File: config.mk
export PLATFORM = sky130hd
export DESIGN_NAME = aes_stream_io
export DESIGN_NICKNAME = d
export VERILOG_FILES = /design/src/rtl/aes_stream_io_pkg.sv /design/src/rtl/aes_word_ser.sv /design/src/rtl/aes_stream_io.sv
export SDC_FILE = /design/constraint.sdc
export NUM_CORES = 1
export LEC_CHECK = 0
export CAP_MARGIN = 20
export CELL_PAD_IN_SITES_DETAIL_PLACEMENT = 0
export CELL_PAD_IN_SITES_GLOBAL_PLACEMENT = 1
export CORE_ASPECT_RATIO = 1.1
export CORE_MARGIN = 2
export CORE_UTILIZATION = 39
export DETAILED_ROUTE_END_ITERATION = 10
export PLACE_DENSITY = 0.83
export SLEW_MARGIN = 20
export SYNTH_ARGS = -nofsm -noshare
export SYNTH_HDL_FRONTEND = slang
export SYNTH_SLANG_ARGS = --single-unit
File: constraint.sdc
create_clock -name clk -period 2.91 [get_ports clk]
set_input_delay 0.582 -clock clk [delete_from_list [all_inputs] [get_ports clk]]
set_output_delay 0.582 -clock clk [all_outputs]
set_load 0.01 [all_outputs]
File: src/rtl/aes_stream_io_pkg.sv
// Shared definitions for the AES word-stream front/back end: state encodings,
// block/word geometry and the word-slot helper used for packing and unpacking.
package aes_stream_io_pkg;

    localparam int BLOCK_W = 128;
    localparam int WORD_W  = 32;

    localparam logic [1:0] IDX_FIRST = 2'd0;
    localparam logic [1:0] IDX_LAST  = 2'd3;

    typedef enum logic [1:0] {
        ST_LOAD  = 2'b00,
        ST_RUN   = 2'b01,
        ST_DRAIN = 2'b10
    } state_t;

    // Slot 0 is the most significant word of the block.
    function automatic logic [6:0] word_lo(input logic [1:0] idx);
        return 7'(BLOCK_W - WORD_W) - {idx, 5'd0};
    endfunction

endpackage

File: src/rtl/aes_word_ser.sv
// 128-bit block to four 32-bit words over valid/ready; most significant word first.
module aes_word_ser
    import aes_stream_io_pkg::*;
(
    input  logic               clk,
    input  logic               reset,
    input  logic               load,
    input  logic [BLOCK_W-1:0] block,
    output logic               out_valid,
    input  logic               out_ready,
    output logic [WORD_W-1:0]  out_data,
    output logic               out_last
);

    logic [BLOCK_W-1:0] blk;
    logic [1:0]         idx;

    always_ff @(posedge clk or negedge reset) begin
        if (!reset) begin
            blk       <= '0;
            idx       <= IDX_FIRST;
            out_valid <= 1'b0;
        end else if (load) begin
            blk       <= block;
            idx       <= IDX_FIRST;
            out_valid <= 1'b1;
        end else if (out_valid && out_ready) begin
            if (idx == IDX_LAST) out_valid <= 1'b0;
            else                 idx       <= idx + 2'd1;
        end
    end

    // Word and last flag come straight from held state, so they stay put under backpressure.
    assign out_data = blk[word_lo(idx) +: WORD_W];
    assign out_last = out_valid && (idx == IDX_LAST);

endmodule

File: src/rtl/aes_stream_io.sv
// Word-stream wrapper around the AES round core: packs plaintext/key words,
// starts the core, watches for a stuck core and streams the result back out.
module aes_stream_io
    import aes_stream_io_pkg::*;
#(
    parameter int TIMEOUT = 64,
    parameter int TO_W    = 7
) (
    input  logic               clk,
    input  logic               reset,
    input  logic               in_valid,
    output logic               in_ready,
    input  logic               in_sel,
    input  logic [WORD_W-1:0]  in_data,
    output logic               core_start,
    output logic [BLOCK_W-1:0] core_in,
    output logic [BLOCK_W-1:0] core_key,
    input  logic               core_done,
    input  logic [BLOCK_W-1:0] core_out,
    output logic               out_valid,
    input  logic               out_ready,
    output logic [WORD_W-1:0]  out_data,
    output logic               out_last,
    output logic               key_loaded,
    output logic               err
);

    state_t          state;
    logic [1:0]      dcnt;
    logic [1:0]      kcnt;
    logic            data_full;
    logic [TO_W-1:0] tcnt;

    logic in_fire;
    logic ser_load;
    logic drain_end;

    // A complete data group waiting on its key blocks further data but still takes key words.
    assign in_ready  = (state == ST_LOAD) && (!data_full || in_sel);
    assign in_fire   = in_valid && in_ready;
    assign ser_load  = (state == ST_RUN) && core_done;
    assign drain_end = out_valid && out_ready && out_last;

    always_ff @(posedge clk or negedge reset) begin
        if (!reset) begin
            state      <= ST_LOAD;
            dcnt       <= IDX_FIRST;
            kcnt       <= IDX_FIRST;
            data_full  <= 1'b0;
            tcnt       <= '0;
            key_loaded <= 1'b0;
            err        <= 1'b0;
            core_start <= 1'b0;
            core_in    <= '0;
            core_key   <= '0;
        end else begin
            core_start <= 1'b0;
            case (state)
                ST_LOAD: begin
                    if (in_fire && !in_sel) begin
                        core_in[word_lo(dcnt) +: WORD_W] <= in_data;
                        dcnt <= dcnt + 2'd1;
                        if (dcnt == IDX_LAST) begin
                            if (key_loaded) begin
                                state      <= ST_RUN;
                                core_start <= 1'b1;
                                tcnt       <= '0;
                            end else begin
                                data_full <= 1'b1;
                            end
                        end
                    end else if (in_fire && in_sel) begin
                        core_key[word_lo(kcnt) +: WORD_W] <= in_data;
                        kcnt <= kcnt + 2'd1;
                        if (kcnt == IDX_FIRST) key_loaded <= 1'b0;
                        if (kcnt == IDX_LAST) begin
                            key_loaded <= 1'b1;
                            if (data_full) begin
                                data_full  <= 1'b0;
                                state      <= ST_RUN;
                                core_start <= 1'b1;
                                tcnt       <= '0;
                            end
                        end
                    end
                end
                ST_RUN: begin
                    // A done on the expiry cycle still counts as success.
                    if (core_done) begin
                        state <= ST_DRAIN;
                        tcnt  <= '0;
                    end else if (tcnt == TO_W'(TIMEOUT)) begin
                        err   <= 1'b1;
                        dcnt  <= IDX_FIRST;
                        state <= ST_LOAD;
                        tcnt  <= '0;
                    end else begin
                        tcnt <= tcnt + TO_W'(1);
                    end
                end
                ST_DRAIN: begin
                    if (drain_end) state <= ST_LOAD;
                end
                default: state <= ST_LOAD;
            endcase
        end
    end

    aes_word_ser u_ser (
        .clk       (clk),
        .reset     (reset),
        .load      (ser_load),
        .block     (core_out),
        .out_valid (out_valid),
        .out_ready (out_ready),
        .out_data  (out_data),
        .out_last  (out_last)
    );

endmodule

==> flow_metrics.tcl <==
set metrics [dict create \
    numCtsBuffers 43 \
    cellLeakagePower_nw 10.5 \
    cap_violations 0 \
    synth_cell_type_count 47 \
    critPathMaxStageDelay_ps 520 \
    die_h_um 223 \
    reg2reg_depth 5 \
    p_per_area_mw_per_mm2 1060 \
    synth_top_cell_by_area "dfrtp_1" \
    gr-total-overflow 0 \
    crit_buf_inv 3 \
    power_frac_seq 0.367 \
    synth_top_family_by_area "simple AND/OR/NAND/NOR gates" \
    antenna_found_initial 2 \
    p_int_w 0.0161 \
    yosys.area_share.adder 0.00881 \
    fin_tns_setup_ps 0 \
    synth_cells 1843 \
    crit_slowest_cell "clkdlybuf4s50_1" \
    arrival_ps 2280 \
    grt_pass1_vias 13600 \
    place_congestion 0.827 \
    clock.fmax_ghz 0.349 \
    routed_wirelength_mm 53.8 \
    syn-mean-instance-area_um2 9.25 \
    tightest_slew_ps 704 \
    vdd_drop_max_uv 570 \
    synth_xor_area_frac 0.00103 \
    comb_power_share 0.420 \
    via_count 13800 \
    io_buffers 459 \
    critPathRequiredTime_ps 2330 \
    pwr-share-clk 0.213 \
    yosys-top-cells-area "dfrtp_1, nand2_1, o21ai_1" \
    core_area_mm2 0.0432 \
    rows 80 \
    finish.net_count 2428 \
    cp_max_fo 5 \
    setup_violations 0 \
    path_clk_slew_ps 60 \
    synthSimpleGateAreaFrac 0.222 \
    synthToLayoutAreaGrowth_pct 38.1 \
    swShare 0.353 \
    ctsHoldBuffers 0 \
    dr.pass1.iters 7 \
    cp_top_family "buffers and inverters" \
    relSlewSlack 0.531 \
    wl_per_cell_um 18.9 \
    critical_path_class "flop to output port" \
    synth_nets 2021 \
    cts_tree "yes" \
    final_cell_mix "nand2_1, clkdlybuf4s50_1, dfrtp_1" \
    fin_crit_sh 0.984 \
    n_antenna_cell 0 \
    htree_levels 2 \
    rsz0062_at_grt "false" \
    track_usage 0.236 \
    hold_viol_final 0 \
    synth_top_area_frac 0.593 \
    drc 0 \
    n_fill_cell 3961 \
    final_area_mm2 0.0235 \
    hp-class "primary input to async pin" \
    placed_cell_area_mm2 0.0221 \
    status "finished clean" \
    root_buffer "clkbuf_16" \
    startpoint "u_ser.idx[0]" \
    ys_warn_count 0 \
    rrSetupSlack_ps 770 \
    cts_sinks 404 \
    dieArea_mm2 0.0454 \
    rr_startpoint "dcnt[0]" \
    ys_seq_area_frac 0.593 \
    grt_pass1_wl_mm 81.6 \
    layout-drive-gt1-share 0.0738 \
    synth-compound-area-share 0.0824 \
    muxShareOfSynthArea 0.0447 \
    p_sw_w 0.00878 \
    start_util 0.394 \
    timing.rr.end "tcnt[5]" \
    drt-initial-drc-count 904 \
    end_kind "output port" \
    slew_viol_final 0 \
    detail-route-antenna-nets 0 \
    fin_crit_ps 2860 \
    routed_via_density 4.85 \
    clock_path_buffers 3 \
    cp_cell_sequence "buf_4, clkbuf_16, mux4_2, clkdlybuf4s50_1" \
    hpwl_mm 37.7 \
    syn_area_mm2 0.0170 \
    start_kind "flop" \
    final_common_cell "nand2_1" \
    grt_max_degree 129 \
    finClkSkew_ps 18.3 \
    clk_latency_ps 560 \
    chipWidth_um 203 \
    synth-seq-cells 404 \
    io_pins 460 \
]
## how the worst max path moves through the flow
stage	endpoint	slack, ps	cells past startpoint
finish	out_data[9]	50	4
global route	out_data[29]	3	4
CTS	out_data[11]	8	3
detailed placement	in_ready	260	4
global placement	in_ready	200	4
floorplan	out_data[0]	970	3
## worst reg2reg max path: cells and delay by family (launching register included)
kind	cells	cell delay, ps
simple gates	2	540
fa+ha+maj	1	430
flops	1	520
compound gates	2	540
## state kept, by name, indices dropped and copies added, names as in the netlist
signal,flops
key_loaded,1
u_ser.idx,2
kcnt,2
core_start,1
core_key,128
err,1
u_ser.blk,128
tcnt,7
dcnt,2
u_ser.out_valid,1
data_full,1
core_in,128
state,2
## metal layers
layer / vias to the layer above / track usage / part of all wire / wire length, um
met5: - / 0 / 0.00050 / 27
li1: 6688 / - / - / -
met4: 4 / 0.0742 / 0.031 / 1670
met1: 6525 / 0.296 / 0.40 / 21700
met2: 512 / 0.394 / 0.48 / 26000
met3: 92 / 0.0670 / 0.082 / 4430
## power by group through the flow
stage,Sequential [W],Clock (W),Combinational [W]
3_5_place_dp,0.00926,0,0.0104
2_1_floorplan,0.00947,0,0.00447
4_1_cts,0.00915,0.00543,0.0105
5_1_grt,0.00938,0.00568,0.0114
3_3_place_gp,0.00916,0,0.0102
6_report,0.00913,0.00531,0.0105
## layout make-up
type	instances	area, um^2	share of cell area
clock inverters	10	129	0.00547
repair buffers	507	5190	0.220
well taps	574	718	0.0305
flip-flops and latches	404	10100	0.429
clock buffers	62	1200	0.0509
inverters	9	33.8	0.00143
multi-input cells	1285	6170	0.262
## synth_stat cells, drive strengths merged
master,count
inv,9
o221ai,1
dfrtp,404
a211oi,1
nand2,915
a311oi,1
ha,12
nand2b,5
or2,3
buf,79
clkbuf,66
nor3b,5
nor2,6
and3,3
mux4,32
and2,3
xnor2,1
nand3b,2
nor3,4
nor4,1
or4b,1
xor2,1
nand3,10
nor4bb,1
a21o,2
a22o,1
nor2b,1
a311o,1
mux2,1
o21ai,261
a21oi,2
a211o,2
or2b,1
a2bb2oi,1
and4bb,1
mux2i,3
## through the flow
stage | hold WS (ps) | instances | utilization | total power (W) | setup slack (ps)
6_report | 20.5 | 2851 | 0.545 | 0.0249 | 46.2
5_1_grt | 39.9 | 2851 | 0.545 | 0.0265 | 2.64
2_1_floorplan | 286 | 1843 | - | 0.0139 | 966
4_1_cts | 35.6 | 2842 | 0.542 | 0.0250 | 7.72
3_3_place_gp | 452 | 2768 | 0.511 | 0.0194 | 202
3_5_place_dp | 457 | 2768 | 0.511 | 0.0196 | 259
## cells by family (layout without fill, tap and decap cells)
| family | after synthesis | count (layout) |
|---|---|---|
| compound gates | 273 | 273 |
| xor+xnor | 2 | 2 |
| fa+ha+maj | 12 | 12 |
| buf+inv | 154 | 588 |
| flops | 404 | 404 |
| mux | 36 | 36 |
| simple gates | 962 | 962 |
## timing repair
action | CTS | global route
pin swaps | 0 | 0
gates cloned | 0 | 2
setup buffers | 2 | 7
gates resized for setup | 1 | 7
setup endpoints to repair | 27 | 16
(Power assumes the default switching activity.)
